==> src/rtl/gpio_bsr_if.sv <==
`default_nettype none
// ============================================================================
//  Module      : gpio_bsr_if
//  Description : TAP-to-boundary-scan-register link. Carries the TAP's
//                decoded DR-phase strobes, instruction selects and serial
//                data in, and returns the chain's serial output.
//  Revision    : 1.0  initial release
// ============================================================================
interface gpio_bsr_if;
    logic tlr;          // TAP in TEST_LOGIC_RESET (level)
    logic capture_dr;   // TAP in CAPTURE_DR
    logic shift_dr;     // TAP in SHIFT_DR
    logic update_dr;    // TAP in UPDATE_DR
    logic sel_sample;   // SAMPLE/PRELOAD instruction active
    logic sel_extest;   // EXTEST instruction active
    logic sel_clamp;    // CLAMP instruction active
    logic tdi;          // serial data into the chain
    logic bsr_tdo;      // serial data out of the chain (bit 0)

    // TAP side
    modport master (
        output tlr, capture_dr, shift_dr, update_dr,
        output sel_sample, sel_extest, sel_clamp, tdi,
        input  bsr_tdo
    );

    // Boundary-scan register side
    modport slave (
        input  tlr, capture_dr, shift_dr, update_dr,
        input  sel_sample, sel_extest, sel_clamp, tdi,
        output bsr_tdo
    );
endinterface
`default_nettype wire

==> src/rtl/gpio_bsr.sv <==
`default_nettype none
// ============================================================================
//  Module      : gpio_bsr
//  Description : Boundary-scan register chain for the GPIO pads. Three cells
//                per pad (input, output, output-enable); bit 0 sits nearest
//                TDO. Supports SAMPLE/PRELOAD, EXTEST and CLAMP.
//  Revision    : 1.0  initial release
// ============================================================================
module gpio_bsr #(
    parameter int N_GPIO = 8
) (
    input  logic              tclk,
    input  logic              trst,
    gpio_bsr_if.slave         tap,
    input  logic [N_GPIO-1:0] core_out,
    input  logic [N_GPIO-1:0] core_oe,
    output logic [N_GPIO-1:0] core_in,
    input  logic [N_GPIO-1:0] pad_in,
    output logic [N_GPIO-1:0] pad_out,
    output logic [N_GPIO-1:0] pad_oe
);

    localparam int CHAIN_LEN = 3 * N_GPIO;

    // Shift stage, clocked on the rising edge of tclk.
    logic [CHAIN_LEN-1:0] sr;

    // Update stage, clocked on the falling edge of tclk. Only the output and
    // output-enable cells have an update stage: the input-cell update bit
    // never reaches a pad or the capture path, so it is not kept.
    logic [N_GPIO-1:0] upd_out;
    logic [N_GPIO-1:0] upd_oe;

    logic                 chain_sel;
    logic                 test_mode;
    logic [CHAIN_LEN-1:0] cap_vec;
    logic [N_GPIO-1:0]    sr_out;
    logic [N_GPIO-1:0]    sr_oe;

    assign chain_sel = tap.sel_sample | tap.sel_extest;
    assign test_mode = (tap.sel_extest | tap.sel_clamp) & ~tap.tlr;

    // Per-pad capture values and views of the output/oe shift cells.
    // EXTEST takes precedence over SAMPLE when both selects are set, so the
    // output/oe cells read back what the pads are actually being driven with.
    generate
        for (genvar i = 0; i < N_GPIO; i++) begin : g_cell
            assign cap_vec[3*i]   = pad_in[i];
            assign cap_vec[3*i+1] = tap.sel_extest ? upd_out[i] : core_out[i];
            assign cap_vec[3*i+2] = tap.sel_extest ? upd_oe[i]  : core_oe[i];
            assign sr_out[i]      = sr[3*i+1];
            assign sr_oe[i]       = sr[3*i+2];
        end
    endgenerate

    // Shift register: TLR clear, then capture over shift, only while selected.
    always_ff @(posedge tclk or negedge trst) begin
        if (!trst) begin
            sr <= '0;
        end else if (tap.tlr) begin
            sr <= '0;
        end else if (chain_sel) begin
            if (tap.capture_dr) begin
                sr <= cap_vec;
            end else if (tap.shift_dr) begin
                sr <= {tap.tdi, sr[CHAIN_LEN-1:1]};
            end
        end
    end

    // Update register: loads on the falling edge so pads change half a cycle
    // after UPDATE_DR, never while the shift stage is moving.
    always_ff @(negedge tclk or negedge trst) begin
        if (!trst) begin
            upd_out <= '0;
            upd_oe  <= '0;
        end else if (tap.tlr) begin
            upd_out <= '0;
            upd_oe  <= '0;
        end else if (tap.update_dr && chain_sel) begin
            upd_out <= sr_out;
            upd_oe  <= sr_oe;
        end
    end

    // Pad mux: test instructions drive the update stage onto the pads;
    // the functional input path to the core is never blocked.
    always_comb begin
        pad_out = test_mode ? upd_out : core_out;
        pad_oe  = test_mode ? upd_oe  : core_oe;
        core_in = pad_in;
    end

    assign tap.bsr_tdo = sr[0];

endmodule
`default_nettype wire

==> src/flat_wrapper.sv <==
// flat-port wrapper written by rule: the top's interface ports become plain ports
module gpio_bsr_flat 
#(
    parameter int N_GPIO = 8
)
  (tclk, trst, core_out, core_oe, core_in, pad_in, pad_out, pad_oe, tap_tlr, tap_capture_dr, tap_shift_dr, tap_update_dr, tap_sel_sample, tap_sel_extest, tap_sel_clamp, tap_tdi, tap_bsr_tdo);
  gpio_bsr_if tap_i ();
  input  logic tclk;
  input  logic trst;
  input  logic [N_GPIO-1:0] core_out;
  input  logic [N_GPIO-1:0] core_oe;
  output logic [N_GPIO-1:0] core_in;
  input  logic [N_GPIO-1:0] pad_in;
  output logic [N_GPIO-1:0] pad_out;
  output logic [N_GPIO-1:0] pad_oe;
  input wire logic [$bits(tap_i.tlr)-1:0] tap_tlr;
  input wire logic [$bits(tap_i.capture_dr)-1:0] tap_capture_dr;
  input wire logic [$bits(tap_i.shift_dr)-1:0] tap_shift_dr;
  input wire logic [$bits(tap_i.update_dr)-1:0] tap_update_dr;
  input wire logic [$bits(tap_i.sel_sample)-1:0] tap_sel_sample;
  input wire logic [$bits(tap_i.sel_extest)-1:0] tap_sel_extest;
  input wire logic [$bits(tap_i.sel_clamp)-1:0] tap_sel_clamp;
  input wire logic [$bits(tap_i.tdi)-1:0] tap_tdi;
  output wire logic [$bits(tap_i.bsr_tdo)-1:0] tap_bsr_tdo;
  assign tap_i.tlr = tap_tlr;
  assign tap_i.capture_dr = tap_capture_dr;
  assign tap_i.shift_dr = tap_shift_dr;
  assign tap_i.update_dr = tap_update_dr;
  assign tap_i.sel_sample = tap_sel_sample;
  assign tap_i.sel_extest = tap_sel_extest;
  assign tap_i.sel_clamp = tap_sel_clamp;
  assign tap_i.tdi = tap_tdi;
  assign tap_bsr_tdo = tap_i.bsr_tdo;
  gpio_bsr #(.N_GPIO(N_GPIO)) u_core (.tclk(tclk), .trst(trst), .tap(tap_i), .core_out(core_out), .core_oe(core_oe), .core_in(core_in), .pad_in(pad_in), .pad_out(pad_out), .pad_oe(pad_oe));
endmodule
==> config.mk <==
export PLATFORM = sky130hd
export DESIGN_NAME = gpio_bsr_flat
export DESIGN_NICKNAME = d
export VERILOG_FILES = /design/src/rtl/gpio_bsr_if.sv /design/src/rtl/gpio_bsr.sv /design/src/flat_wrapper.sv
export SDC_FILE = /design/constraint.sdc
export NUM_CORES = 1
export LEC_CHECK = 0
export ABC_CLOCK_PERIOD_IN_PS = 2400
export BUFFER_PORTS_ARGS = -buffer_cell sky130_fd_sc_hd__buf_2
export CORE_MARGIN = 2
export CORE_UTILIZATION = 56
export DETAILED_ROUTE_END_ITERATION = 8
export PLACE_DENSITY = 0.9
export SETUP_SLACK_MARGIN = 0.5
export SLEW_MARGIN = 10
export SYNTH_ARGS = -nofsm -noshare
export SYNTH_HDL_FRONTEND = slang
export SYNTH_SLANG_ARGS = --single-unit
==> constraint.sdc <==
create_clock -name tclk -period 2.4 [get_ports tclk]
set_input_delay 0.36 -clock tclk [delete_from_list [all_inputs] [get_ports tclk]]
set_output_delay 0.36 -clock tclk [all_outputs]
set_load 0.02 [all_outputs]
### Word-level counts from Yosys, hierarchy flattened

Index checks and enable logic that the tools add are counted.

| word-level totals | value |
|---|---|
| register bits | 40 |
| logic and storage cells | 38 |

| cells by class | value |
|---|---|
| multiplexer cells | 26 |
| bitwise operators | 4 |
| reductions and logical operators | 5 |

Operators with widths:

| kind | number |
|---|---|
| $mux W24 | 4 |
| $mux W8 | 6 |
| $mux W1 | 16 |
| $reduce_bool A2 Y1 | 2 |
| $reduce_bool A3 Y1 | 1 |
| $or A1 B1 Y1 | 2 |
| $reduce_and A2 Y1 | 1 |
| $and A1 B1 Y1 | 1 |
| $logic_and A1 B1 Y1 | 1 |
| $not A1 Y1 | 1 |

### Logic depth before layout (Yosys ltp)

| depth | value |
|---|---|
| depth after elaboration | 4 |
| depth in mapped cells | 6 |

==> impl_results.md <==
* #FFs+latches synth at 40
* Detailed Routing Iterations Pass 1 at 4
* CP top delay family: flip-flops
* Post-synth ARST share at 100.0%
* Antenna Diode Count at 0
* Top-area cell type share of the netlist area at 27.97%
* Via density at 6.158
* GR Overflow Total at 0
* Endpoints failing setup at 16
* Failing checks: setup timing
* Syn nets at 219
* Layout cells sized above 1 at 48.47%
* Setup TNS at -3.580 ns
* Crit-path slowest cell: dfrtn_1
* Hold WS at 0.03420 ns
* Leakage at 0.001535 uW
* Cell Area, Synth at 2147 sq um
* Row Count at 22
* Crit Path Max Fanout at 2
* Final clock skew at 0.007361 ns
* Clock root buffer: clkbuf_8
* Detailed Route WL at 6151 um
* Avg Synthesized Cell Area at 11.61 sq um
* Sequential area share after synthesis at 46.62%
* Die X-Extent at 65.92 um
* CORE AREA at 3661 sq um
* CTS tree: yes
* Worst setup EP type: output port
* Post-synth top cells: a21oi_1, a22o_1, dfrtp_1, mux2i_1
* Cell Count Post-Placement at 281
* Synth unique cells at 19
* DR vias at 1909
* WP data required at 2.04 ns
* Vias in the first global route at 1843
* CTS Hold Bufs at 0
* P&R area growth vs syn at 39.69%
* Unrepaired setup endpoints after global routing: yes
* Detail Route Antenna Nets at 0
* Worst Setup Slack, final at -0.2389 ns
* Pwr Density at 572.7 nW/um^2
* Slew Viols, Final at 0
* Clock Latency Late Sink at 0.30 ns
* RePlAce Congestion at 0.8497
* Per-cell routed wire length at 19.84 um
* CTS Buf Count at 5
* Critical path type: reg2out
* CP bufs+invs at 1
* GRT Resource Usage Total at 28.97%
* Pre-CTS WS at -0.5325 ns
* Max_cap viols at 0
* Largest area contributor in the netlist: dfrtp_1
* Max transition margin at 55.36%
* First-pass GRT wire length at 9328 um
* Post-synth EDFFs at 0
* Iter 0 DRT Violations at 134
* Fin. Hold Viols at 0
* Synth Instances at 185
* Crit path largest cell delay at 0.36 ns
* Arrival time worst endpoint at 2.28 ns
* Worst min-delay path class: in2async
* Clock tree buffer depth at 2
* Clk sinks at 40
* Final Core Density at 81.92%
* Initial antenna violation count at 0
* Post-synth top flop: dfrtp_1
* Drc violations at 0
* Die ar. at 4345 sq um
* Worst-Margin Slew at 0.6651 ns
* Synth area leaders: dfrtp_1, dfrtn_1, a22o_1
* Nets at 295
* Die H at 65.92 um
* Cell chain of the critical path: mux2_4 -> buf_6
* H-Tree Depth at 2
* Status: finished, violations left
* CP Launch Type: flop
* Fin cells at 310
* Reg clk slew, reported paths at 0.08 ns
* Warnings, synthesis at 0
* Initial core utilization at 58.65%
* I/O pin cnt at 59
* PortBufs at 58
* Pin count of the biggest net entering global routing at 26
* Max VDD drop at 0.0003869 V
* Post-DP HPWL at 3443 um
[cells by family (layout without fill, tap and decap cells)]
kind of cell           count (synthesis)  in the layout  share of synthesized area [%]
AOI/OAI and AO/OA                     77             77                          25.76
muxes                                 40             40                          19.58
DFF                                   40             40                          46.62
buffers and inverters                 25            101                          7.284
and+or+nand+nor                        3              4                         0.7578
[placed cells by master, fill, tap and decap left out, drive strengths merged]
cell	n
buf	93
a22o	32
a21oi	32
dfrtp	24
mux2i	24
mux2	16
dfrtn	16
o2bb2ai	8
clkbuf	5
and2	2
nor2	2
o21bai	1
o21ba	1
o22a	1
o21ai	1
o21a	1
clkinvlp	1
inv	1
bufinv	1
[repair_timing]
| item | CTS | global route |
|---|---|---|
| endpoints found under the hold margin | 0 | 0 |
| resized for setup | 41 | 12 |
| gates cloned | 1 | 0 |
| buffers inserted | 14 | 6 |
| pin swaps | 10 | 8 |
| endpoints found under the setup margin | 48 | 48 |
[layout make-up]
type / instances / area [sq um]
clock inverters: 3 / 46.29
fillers: 223 / 661.9
flip-flops and latches: 40 / 1001
multi-input cells: 121 / 1107
repair buffers: 93 / 715.7
well taps: 48 / 60.06
clock buffers: 5 / 68.82
[state kept, by name, summed over array words and instances, names as in the netlist]
signal,flops
u_core.upd_out,8
u_core.upd_oe,8
u_core.sr,24
[final timing paths]
kind                                                from                           end  slack (ns)  cells after the start
max in group asynchronous                           trst  u_core.upd_oe[4]$_DFFE_NN0P_        0.88                      1
min in group tclk                              pad_in[5]     u_core.sr[15]$_DFFE_PN0P_        0.34                      3
max                        u_core.upd_out[4]$_DFFE_NN0P_                    pad_out[4]       -0.24                      2
max reg2reg                 u_core.upd_oe[1]$_DFFE_NN0P_      u_core.sr[5]$_DFFE_PN0P_           0                      5
min                                                 trst      u_core.sr[6]$_DFFE_PN0P_        0.03                      1
min reg2reg                    u_core.sr[15]$_DFFE_PN0P_     u_core.sr[15]$_DFFE_PN0P_        0.50                      1
[routing by layer]
layer | track usage (%) | up-vias | routed length (um)
li1 | - | 850 | -
met1 | 39.46 | 959 | 2433
met2 | 46.59 | 89 | 3205
met3 | 4.940 | 11 | 418
met4 | 10.42 | 0 | 94
met5 | 0 | - | 0
[worst register-to-register path: stages, from the launching register on]
cell and delay (ns):
dfrtn_1 0.36, buf_6 0.12, buf_6 0.10, mux2i_2 0.16
a21oi_1 0.11, a22o_1 0.23
[per-stage QoR]
stage	power (uW)	cell area, sq um
after floorplan	973.7	2228
after global placement	1070	2535
after detailed placement	1080	2535
after CTS	1686	2899
after global routing	1778	2999
final	1718	2999
[power breakdown]
| part | switching (uW) | internal, uW | leakage (uW) |
|---|---|---|---|
| Combinational | 203 | 200 | 0.000938 |
| Sequential | 31.8 | 713 | 0.000542 |
| Clock | 256 | 313 | 0.0000548 |
Power figures use the tool's default switching activity.
